===== src/rtl/adder_rr_arbiter.sv =====
// Round-robin front end that shares one 32-bit adder among NUM_REQ valid/ready requesters.
// Optional build macro ADDER_ARB_STATS_EN adds a saturating accepted-request counter (op_count).

module adder_32bit (
    input  logic [31:0] a_i,
    input  logic [31:0] b_i,
    output logic [31:0] sum_o
);
    assign sum_o = a_i + b_i;
endmodule

module adder_rr_arbiter #(
    parameter int NUM_REQ = 3,
    parameter int ID_W    = 2
) (
    input  logic                  clk,
    input  logic                  rst,
    input  logic [NUM_REQ-1:0]    req_valid,
    input  logic [NUM_REQ*32-1:0] req_a,
    input  logic [NUM_REQ*32-1:0] req_b,
    output logic [NUM_REQ-1:0]    req_ready,
    output logic                  rsp_valid,
    input  logic                  rsp_ready,
    output logic [31:0]           rsp_sum,
    output logic [ID_W-1:0]       rsp_id
`ifdef ADDER_ARB_STATS_EN
    ,
    output logic [15:0]           op_count
`endif
);

    typedef enum logic {
        IDLE = 1'b0,
        HOLD = 1'b1
    } state_t;

    state_t              state_q, state_d;
    logic [31:0]         sum_q, sum_d;
    logic [ID_W-1:0]     id_q, id_d;
    logic [ID_W-1:0]     rr_ptr_q, rr_ptr_d;

    logic [NUM_REQ-1:0]  grant;
    logic [ID_W-1:0]     grant_id;
    logic                found;
    logic                can_accept;
    logic                accept;
    logic [31:0]         sel_a, sel_b, adder_sum;

    function automatic int wrap_idx(input int ptr, input int off);
        return (ptr + off) % NUM_REQ;
    endfunction

    // First valid requester after rr_ptr, wrapping modulo NUM_REQ.
    always_comb begin
        // NOTE: every comb output gets a default first so no path can infer a latch.
        grant    = '0;
        grant_id = '0;
        found    = 1'b0;
        for (int off = 1; off <= NUM_REQ; off++) begin
            if (!found && req_valid[wrap_idx(int'(rr_ptr_q), off)]) begin
                grant[wrap_idx(int'(rr_ptr_q), off)] = 1'b1;
                grant_id = ID_W'(wrap_idx(int'(rr_ptr_q), off));
                found    = 1'b1;
            end
        end
    end

    assign can_accept = (state_q == IDLE) || rsp_ready;
    assign req_ready  = (can_accept && !rst) ? grant : '0;
    assign accept     = |(req_valid & req_ready);

    // grant is one-hot or zero, so an OR-mux is sufficient.
    always_comb begin
        sel_a = '0;
        sel_b = '0;
        for (int i = 0; i < NUM_REQ; i++) begin
            if (grant[i]) begin
                sel_a = sel_a | req_a[32*i +: 32];
                sel_b = sel_b | req_b[32*i +: 32];
            end
        end
    end

    adder_32bit u_adder (
        .a_i   (sel_a),
        .b_i   (sel_b),
        .sum_o (adder_sum)
    );

    always_comb begin
        state_d  = state_q;
        sum_d    = sum_q;
        id_d     = id_q;
        rr_ptr_d = rr_ptr_q;
        unique case (state_q)
            IDLE: if (accept) state_d = HOLD;
            HOLD: if (rsp_ready) state_d = accept ? HOLD : IDLE;
            default: state_d = IDLE;
        endcase
        if (accept) begin
            sum_d    = adder_sum;
            id_d     = grant_id;
            rr_ptr_d = grant_id;
        end
    end

    always_ff @(posedge clk or posedge rst) begin
        if (rst) begin
            state_q  <= IDLE;
            sum_q    <= '0;
            id_q     <= '0;
            rr_ptr_q <= ID_W'(NUM_REQ - 1);
        end else begin
            // NOTE: non-blocking assignments keep every register sampling pre-edge values.
            state_q  <= state_d;
            sum_q    <= sum_d;
            id_q     <= id_d;
            rr_ptr_q <= rr_ptr_d;
        end
    end

    assign rsp_valid = (state_q == HOLD);
    assign rsp_sum   = sum_q;
    assign rsp_id    = id_q;

`ifdef ADDER_ARB_STATS_EN
    logic [15:0] op_count_q, op_count_d;

    always_comb begin
        op_count_d = op_count_q;
        if (accept && (op_count_q != 16'hFFFF)) op_count_d = op_count_q + 16'd1;
    end

    always_ff @(posedge clk or posedge rst) begin
        if (rst) op_count_q <= '0;
        else     op_count_q <= op_count_d;
    end

    assign op_count = op_count_q;
`endif

endmodule


===== config.mk =====
export PLATFORM = sky130hd
export DESIGN_NAME = adder_rr_arbiter
export DESIGN_NICKNAME = d
export VERILOG_FILES = /design/src/rtl/adder_rr_arbiter.sv
export SDC_FILE = /design/constraint.sdc
export NUM_CORES = 1
export LEC_CHECK = 0
export CAP_MARGIN = 20
export CORE_MARGIN = 2
export CORE_UTILIZATION = 40
export DETAILED_ROUTE_END_ITERATION = 7
export GPL_TIMING_DRIVEN = 0
export PLACE_DENSITY = 0.91
export SYNTH_ARGS = -nofsm -noshare
export SYNTH_HDL_FRONTEND = slang
export SYNTH_SLANG_ARGS = --single-unit

===== constraint.sdc =====
create_clock -name clk -period 6.23 [get_ports clk]
set_input_delay 1.246 -clock clk [delete_from_list [all_inputs] [get_ports clk]]
set_output_delay 1.246 -clock clk [all_outputs]
set_load 0.005 [all_outputs]

==> results of run 1 <==
==> kinds of logic (layout without fill, tap and decap cells) <==
group | Yosys count | in the layout | synth area share
adder cells (fa/ha/maj) | 36 | 36 | 0.1073
XOR/XNOR | 26 | 26 | 0.05337
buffers and inverters | 119 | 359 | 0.1111
AND/OR/NAND/NOR | 117 | 117 | 0.1340
AO/OA/AOI/OAI | 205 | 205 | 0.3701
multiplexers | 5 | 5 | 0.01261
flip-flops | 36 | 36 | 0.2114
==> worst max-delay path, stage by stage <==
cell             delay, ns
clkdlybuf4s50_1       0.54
mux2i_1               0.24
o22ai_2               0.17
o32ai_4               0.38
and2_2                0.40
clkbuf_2              0.35
a222oi_1              0.15
inv_1                 0.09
ha_1                  0.21
inv_1                 0.07
fa_1                  0.40
nor2b_1               0.21
o2111ai_1             0.15
a21oi_1               0.36
o41ai_4               0.13
o211ai_2              0.26
nand4_1               0.19
nor3b_1               0.19
or3b_1                0.36
==> final cells by class <==
type	count	area [sq um]	area share
Clock buffer	7	86.33	0.01253
Timing Repair Buffer	234	2360	0.3426
Sequential cell	36	902.1	0.1310
Clock inverter	1	7.507	0.001090
Buffer	36	166.4	0.02416
Tap cell	136	170.2	0.02470
Inverter	81	304.0	0.04414
Multi-Input combinational cell	389	2892	0.4198
==> cells in the mapped netlist (all sizes together) (3+ instances only) <==
library cell	n	area share
a21oi	39	0.047
dfrtp	35	0.21
nand3	9	0.011
o21a	6	0.011
nor2	12	0.011
a222oi	62	0.15
mux2	3	0.0079
o31ai	4	0.0082
nand4	6	0.0088
and4	3	0.0062
nor3	5	0.0059
ha	35	0.10
inv	81	0.071
nand2	53	0.047
xor2	9	0.018
a211oi	5	0.0088
nor2b	5	0.0073
and3	7	0.010
xnor2	17	0.035
o21bai	5	0.0088
nand2b	7	0.010
a21o	9	0.016
o21ai	41	0.048
o211ai	8	0.015
clkbuf	25	0.023
a31oi	4	0.0059
o22ai	3	0.0059
buf	13	0.017
==> path summary, 6_finish.rpt <==
path	from	end	slack (ns)	depth (start not counted)
worst min-delay path	rsp_sum[11]	rsp_sum[11]	0.49	2
worst max register to register	rsp_id[0]	rsp_sum[30]	0.87	20
worst max-delay path	req_valid[0]	rsp_sum[30]	0.28	19
worst min register to register	rsp_sum[11]	rsp_sum[11]	0.49	2
max in group asynchronous	rst	rr_ptr_q[1]	4.33	3
min in group asynchronous	rst	rsp_sum[0]	1.31	2
==> flip-flops by register name, indices dropped and copies added, names as in the netlist <==
name       cells
rr_ptr_q       1
rsp_sum       32
rsp_id         2
rsp_valid      1
==> stage by stage <==
step                utilization  TNS, ns  instance area (sq um)  hold WS (ns)
CTS                      0.6677        0                   6893        0.4903
detailed placement       0.6583   -1.546                   6797        0.4741
global placement         0.6557  -0.2813                   6769        0.4621
finish                   0.6672        0                   6888        0.4850
global route             0.6672        0                   6888        0.5109
floorplan                     -        0                   4267        0.4698
==> layer usage <==
metal  global-route usage  vias to the layer above
li1                     -                     2534
met1               0.3658                     2483
met2               0.4946                      299
met3              0.02663                       45
met4               0.1067                        0
met5                    0                        -
==> flow_summary_export.csv, run 1 <==
group,metric,value,unit
floorplan,die_w,107.3,microns
clocking,clk_latency,0.29,ns
routing,routed.top_layer,"met4",
clocking,cts-resized-gates,2,
yosys,syn_inst,544,
yosys,avgSynthCellArea,7.843,sq um
clocking,post-cts-setup-buffer-count,0,
routing,antenna_left,0,
clocking,cts_tree,"built",
routing,post_drt_via_cell_ratio,5.827,
routing,drtIter0Drc,746,
routing,drt-pass1-iter-count,8,
routing,met1_length,6.611,mm
placement,port_buffers,233,
sta,min_period,5.950,ns
floorplan,die_h,107.3,microns
floorplan,start_util,0.4133,
yosys,synth-seq-area-share,0.2114,
sta,hold_viol_final,0,
grt,grt_max_degree,26,
routing,route.met2.wl,8.366,mm
grt,grt_pass1_wl,26.15,mm
sta,slew_violations,0,
run,drv_cap,0,
sta,setup_ws,0.2798,ns
clocking,clk_pin_slew,0.07,ns
final_layout,fin_nets,1017,
final_layout,layout-drive-gt1-share,0.04592,
yosys,synth_top_flop_cell,"dfrtp_1",
routing,drt_wl_total,16.77,mm
clocking,h-tree-depth,2,
final_layout,layout_commonest_cell,"clkdlybuf4s50_1",
yosys,ys_warn_count,0,
run_status,status,"finished with violations",
setup_path,start_kind,"input pin",
clocking,clock-sinks,36,
yosys,synth.distinct_cells,65,
run_status,violations,"DRC",
clocking,clk_root_buffer_cell,"clkbuf_8",
grt,antenna_found_initial,0,
clocking,cts_buffers,5,
placement,dp_slack,-0.4161,ns
grt,grt_pass1_vias,5388,
floorplan,coreArea,10320,sq um
yosys,postSynthRegisterBits,36,
min_path,hold_class,"reg -> reg",
setup_path,cp.arrival,6.12,ns
final_layout,diodes,0,
routing,wire_per_inst,18.22,microns
final_layout,fill_cells,850,
placement,placed_cells,914,
yosys,syn-cell-area,4267,sq um
placement,dp.final_hpwl,13.86,mm
sta,fin_skew,0.005152,ns
final_layout,final_cell_mix,"clkdlybuf4s50_1 (233), inv_1 (81), a222oi_1 (62)",
routing,dr_wl_met3,1.274,mm
clocking,cts_hold_buf,0,
setup_path,critPathKind,"in -> reg",
setup_path,cp.required,6.40,ns
yosys,synth_edf_count,0,
final_layout,area_delta_synth_final,61.44,%
sta,rsz0062_at_grt,"no",
sta,max_slew_margin,0.4495,
floorplan,rows,37,
sta,tightest_slew,0.8219,ns
yosys,synthArstFlopShare,1.000,
grt,grtUsageTotal,0.2848,
floorplan,ioPinCount,236,
yosys,syn_nets,778,
sta,setup_violations,0,
grt,grt-ovfl-total,0,
floorplan,dieArea,11510,sq um
setup_path,cp-end-kind,"flop",
placement,gp_congestion,0.9586,
final_layout,stdcell_count,920,
routing,drc,6,
sta,fmax,168.1,MHz
routing,vias,5361,
clocking,clockBufferDepth,2,
setup_path,cp_max_fo,10,
sta,period_share,0.9551,
Power of run 1 is left out: the tool's default activity adds up to more than one toggle a clock period on the data nets, which glitch-free logic cannot reach.
==> run 2, diff against run 1 <==
CORE_ASPECT_RATIO = 0.75   (was default)
==> flow_summary_export.csv, run 2 (synthesis gave the netlist of run 1 again) <==
group,metric,value,unit
floorplan,die_h,93.44,microns
setup_path,r2r-end,"rsp_sum[30]",
clocking,cts_tree,"built",
floorplan,dieArea,11520,sq um
setup_path,reg2reg_setup_slack,0.94,ns
final_layout,area_delta_synth_final,62.61,%
sta,hold-worst-slack,0.4790,ns
setup_path,cp-end-kind,"flop",
routing,drt_wl_total,16.13,mm
grt,antenna_found_initial,0,
setup_path,reg2reg_depth,20,
final_layout,diodes,0,
sta,tightest_slew,0.5987,ns
placement,gp_congestion,0.9476,
setup_path,r2r-start,"rsp_id[0]",
floorplan,ioPinCount,236,
grt,grt-ovfl-total,0,
routing,wire_per_inst,17.54,microns
routing,drc,2,
floorplan,rows,32,
floorplan,coreArea,10330,sq um
placement,dp.final_hpwl,13.35,mm
routing,drtIter0Drc,596,
setup_path,cp_num_buf_inv,5,
setup_path,critPathTopFamily,"compound AO/OA/AOI/OAI gates",
sta,fin_skew,0.002971,ns
min_path,hold_class,"reg -> reg",
clocking,clk_latency,0.28,ns
sta,period_share,0.9474,
sta,setup_violations,0,
floorplan,start_util,0.4130,
floorplan,die_w,123.3,microns
setup_path,cp_max_fo,10,
clocking,clk_pin_slew,0.06,ns
setup_path,start_kind,"input pin",
final_layout,final_cell_mix,"clkdlybuf4s50_1 (233), inv_1 (81), a222oi_1 (62)",
final_layout,layout-drive-gt1-share,0.04719,
routing,vias,5317,
routing,drt-pass1-iter-count,8,
clocking,clock-sinks,36,
sta,rsz0062_at_grt,"no",
sta,slew_violations,0,
run_status,status,"finished with violations",
final_layout,stdcell_count,920,
setup_path,cp.arrival,6.05,ns
min_path,min_to,"rsp_sum[29]",
placement,dp_slack,-0.2852,ns
setup_path,worstPathCellList,"clkdlybuf4s50_1 > mux2i_1 > o22ai_2 > nand2b_1 > o21a_1 > clkbuf_2 > clkbuf_2 > a222oi_1 > inv_1 > ha_1 > inv_1 > fa_1 > nor2b_1 > o2111ai_1 > a21oi_1 > o41ai_4 > o21ai_1 > a221oi_1 > mux2i_1 > o311ai_1",
routing,antenna_left,0,
clocking,cts_buffers,5,
setup_path,critPathMaxStageDelay,0.60,ns
grt,grtUsageTotal,0.2688,
setup_path,cp.required,6.38,ns
clocking,h-tree-depth,2,
final_layout,fin_nets,1017,
sta,setup_ws,0.3276,ns
run_status,violations,"DRC",
min_path,holdPathStages,2,
clocking,cts_hold_buf,0,
sta,fmax,169.4,MHz
placement,placed_cells,914,
grt,grt_pass1_vias,5099,
grt,grt_pass1_wl,24.58,mm
placement,port_buffers,233,
run,drv_cap,0,
final_layout,largest_reg_flops,32,
setup_path,critPathKind,"in -> reg",
routing,post_drt_via_cell_ratio,5.779,
sta,min_period,5.902,ns
setup_path,worstSetupStartpoint,"req_valid[0]",
final_layout,layout_commonest_cell,"clkdlybuf4s50_1",
clocking,clk_root_buffer_cell,"clkbuf_16",
sta,max_slew_margin,0.5956,
clocking,clockBufferDepth,2,
setup_path,cp_slowest_cell,"clkdlybuf4s50_1",
sta,hold_viol_final,0,
grt,grt_max_degree,26,
min_path,min-delay-start,"rsp_sum[29]",
-- run 2: final cells by class --
type | instances | area [sq um]
plain buffers | 36 | 166.4
clock buffers | 5 | 125.1
clock inverters | 3 | 18.77
fillers | 859 | 3392
inverters | 81 | 304.0
multi-input cells | 389 | 2892
flip-flops and latches | 36 | 902.1
well taps | 136 | 170.2
repair buffers | 234 | 2360
-- run 2: worst reg2reg max path, delay by kind of cell (launching register included) --
kind            cells  cell delay [ns]
compound gates      7             1.59
simple gates        5             1.31
fa+ha+maj           3             1.07
buf+inv             4             0.57
flops               1             0.40
mux                 1             0.24
-- run 2: repair_timing --
item | in CTS | in global routing
gates cloned | 0 | 0
setup endpoints to repair | 1 | 11
endpoints found under the hold margin | 0 | 0
setup buffers | 0 | 0
gates resized for setup | 0 | 7
-- run 2: per-layer routing --
metal,GRT usage,vias up,share of wire
li1,-,2538,-
met1,0.3475,2504,0.42
met4,0.06534,0,0.019
met2,0.4716,252,0.48
met5,0,-,0
met3,0.03598,23,0.073
-- run 2: worst max path at each step --
stage,end,depth (start not counted),slack (ns)
6_report,rsp_sum[24],20,0.33
5_1_grt,rsp_sum[24],20,0.02
4_1_cts,rsp_sum[30],19,0.001
3_5_place_dp,rsp_sum[30],20,-0.29
3_3_place_gp,rsp_sum[30],20,-0.18
2_1_floorplan,rsp_sum[30],20,1.18
-- run 2: metrics by stage --
stage | utilization | setup TNS [ns] | area, sq um
floorplan | - | 0 | 4267
global placement | 0.6553 | -0.1863 | 6769
detailed placement | 0.6579 | -0.6355 | 6797
CTS | 0.6715 | 0 | 6937
global route | 0.6716 | 0 | 6938
finish | 0.6716 | 0 | 6938
Power of run 2 is left out for the same reason.
==> run 3, diff against run 2 <==
CORE_MARGIN = default   (was 2)
==> flow_summary_export.csv, run 3 (synthesis gave the netlist of run 1 again) <==
group,metric,value,unit
sta,slew_violations,0,
clocking,cts_buffers,5,
routing,drt-pass1-iter-count,8,
setup_path,reg2reg_depth,20,
setup_path,reg2reg_setup_slack,0.91,ns
floorplan,die_w,121.3,microns
setup_path,cp_max_fo,10,
setup_path,cp_num_buf_inv,4,
floorplan,die_h,91.44,microns
setup_path,worstPathCellList,"clkdlybuf4s50_1 > mux2i_1 > o22ai_2 > o32ai_4 > and2_2 > clkbuf_2 > a222oi_1 > inv_1 > ha_1 > inv_1 > fa_1 > nor2b_1 > o2111ai_1 > a21oi_1 > o41ai_4 > o211ai_2 > nand4_1 > nor3b_1 > or3b_1",
setup_path,critPathMaxStageDelay,0.52,ns
sta,fmax,170.2,MHz
run_status,status,"finished with violations",
final_layout,area_delta_synth_final,62.67,%
placement,gp_congestion,0.8656,
clocking,post-cts-setup-buffer-count,0,
sta,min_period,5.877,ns
clocking,clockBufferDepth,2,
grt,grtUsageTotal,0.2683,
min_path,min-delay-start,"rsp_sum[1]",
clocking,clock-sinks,36,
sta,max_slew_margin,0.4822,
setup_path,start_kind,"input pin",
run_status,violations,"DRC",
final_layout,layout-drive-gt1-share,0.04598,
grt,grt_max_degree,20,
floorplan,ioPinCount,236,
final_layout,largest_reg_flops,32,
clocking,h-tree-depth,2,
clocking,cts_hold_buf,0,
final_layout,final_cell_mix,"clkdlybuf4s50_1 (233), inv_1 (81), a222oi_1 (62)",
routing,vias,5330,
floorplan,dieArea,11090,sq um
final_layout,diodes,0,
setup_path,cp.arrival,6.03,ns
placement,port_buffers,233,
setup_path,r2r-start,"rsp_id[0]",
clocking,cts_tree,"built",
floorplan,start_util,0.4130,
floorplan,rows,32,
min_path,hold_class,"reg -> reg",
routing,drc,4,
setup_path,critPathTopFamily,"compound AO/OA/AOI/OAI gates",
routing,drtIter0Drc,604,
sta,rsz0062_at_grt,"no",
setup_path,cp_slowest_cell,"clkdlybuf4s50_1",
setup_path,r2r-end,"rsp_sum[30]",
clocking,clk_pin_slew,0.06,ns
routing,wire_per_inst,17.00,microns
sta,fin_skew,0.008335,ns
sta,setup_violations,0,
sta,tightest_slew,0.7758,ns
routing,drt_wl_total,15.63,mm
grt,grt_pass1_vias,4985,
final_layout,layout_commonest_cell,"clkdlybuf4s50_1",
routing,antenna_left,0,
setup_path,cp.required,6.38,ns
final_layout,fill_cells,822,
setup_path,cp_common_cell,"inv_1",
clocking,clk_latency,0.28,ns
grt,antenna_found_initial,0,
sta,period_share,0.9433,
min_path,min_to,"rsp_sum[1]",
grt,grt-ovfl-total,0,
grt,grt_pass1_wl,23.48,mm
clocking,cts-resized-gates,0,
floorplan,coreArea,10330,sq um
placement,dp.final_hpwl,12.96,mm
sta,hold_viol_final,0,
setup_path,critPathKind,"in -> reg",
clocking,clk_root_buffer_cell,"clkbuf_16",
routing,post_drt_via_cell_ratio,5.800,
min_path,holdPathStages,2,
final_layout,fin_nets,1016,
setup_path,cp-end-kind,"flop",
run,drv_cap,0,
final_layout,final_util,0.6719,
==> run 3: layout make-up <==
type	instances	area, sq um	share of cell area
Tap cell	136	170.2	0.02452
Multi-Input combinational cell	389	2893	0.4168
Sequential cell	36	902.1	0.1300
Clock buffer	7	142.6	0.02055
Clock inverter	1	7.507	0.001082
Inverter	81	304.0	0.04381
Timing Repair Buffer	234	2360	0.3400
Buffer	35	161.4	0.02326
==> run 3: stage by stage <==
stage | instance area [sq um] | worst slack [ns] | hold slack [ns] | cells | setup TNS [ns]
after global placement | 6769 | -0.1926 | 0.4682 | 913 | -0.1926
after floorplan | 4267 | 1.183 | 0.4698 | 544 | 0
after global routing | 6940 | 0.04725 | 0.5131 | 919 | 0
final | 6940 | 0.3533 | 0.4865 | 919 | 0
after CTS | 6939 | 0.08255 | 0.4909 | 920 | 0
after detailed placement | 6797 | -0.3281 | 0.4758 | 914 | -0.7583
==> run 3: worst max path at each step <==
stage / slack, ns / startpoint / endpoint / cells past startpoint
final: 0.35 / req_valid[0] / rsp_sum[30] / 19
after global routing: 0.05 / req_valid[0] / rsp_sum[31] / 18
after CTS: 0.08 / req_valid[0] / rsp_sum[30] / 19
after detailed placement: -0.33 / req_valid[0] / rsp_sum[30] / 20
after global placement: -0.19 / req_valid[0] / rsp_sum[30] / 20
after floorplan: 1.18 / req_valid[1] / rsp_sum[30] / 20
==> run 3: tightest hold or removal path, cell delays in order, from the launching register on <==
cell,delay (ns)
dfrtp_1,0.35
nand2_1,0.05
o21ai_0,0.06
==> run 3: layer usage <==
metal,up-vias,track usage,part of all wire
li1,2529,-,-
met3,27,0.03894,0.082
met2,287,0.4757,0.48
met1,2487,0.3403,0.42
met4,0,0.06173,0.018
met5,-,0,0
Power of run 3 is left out for the same reason.
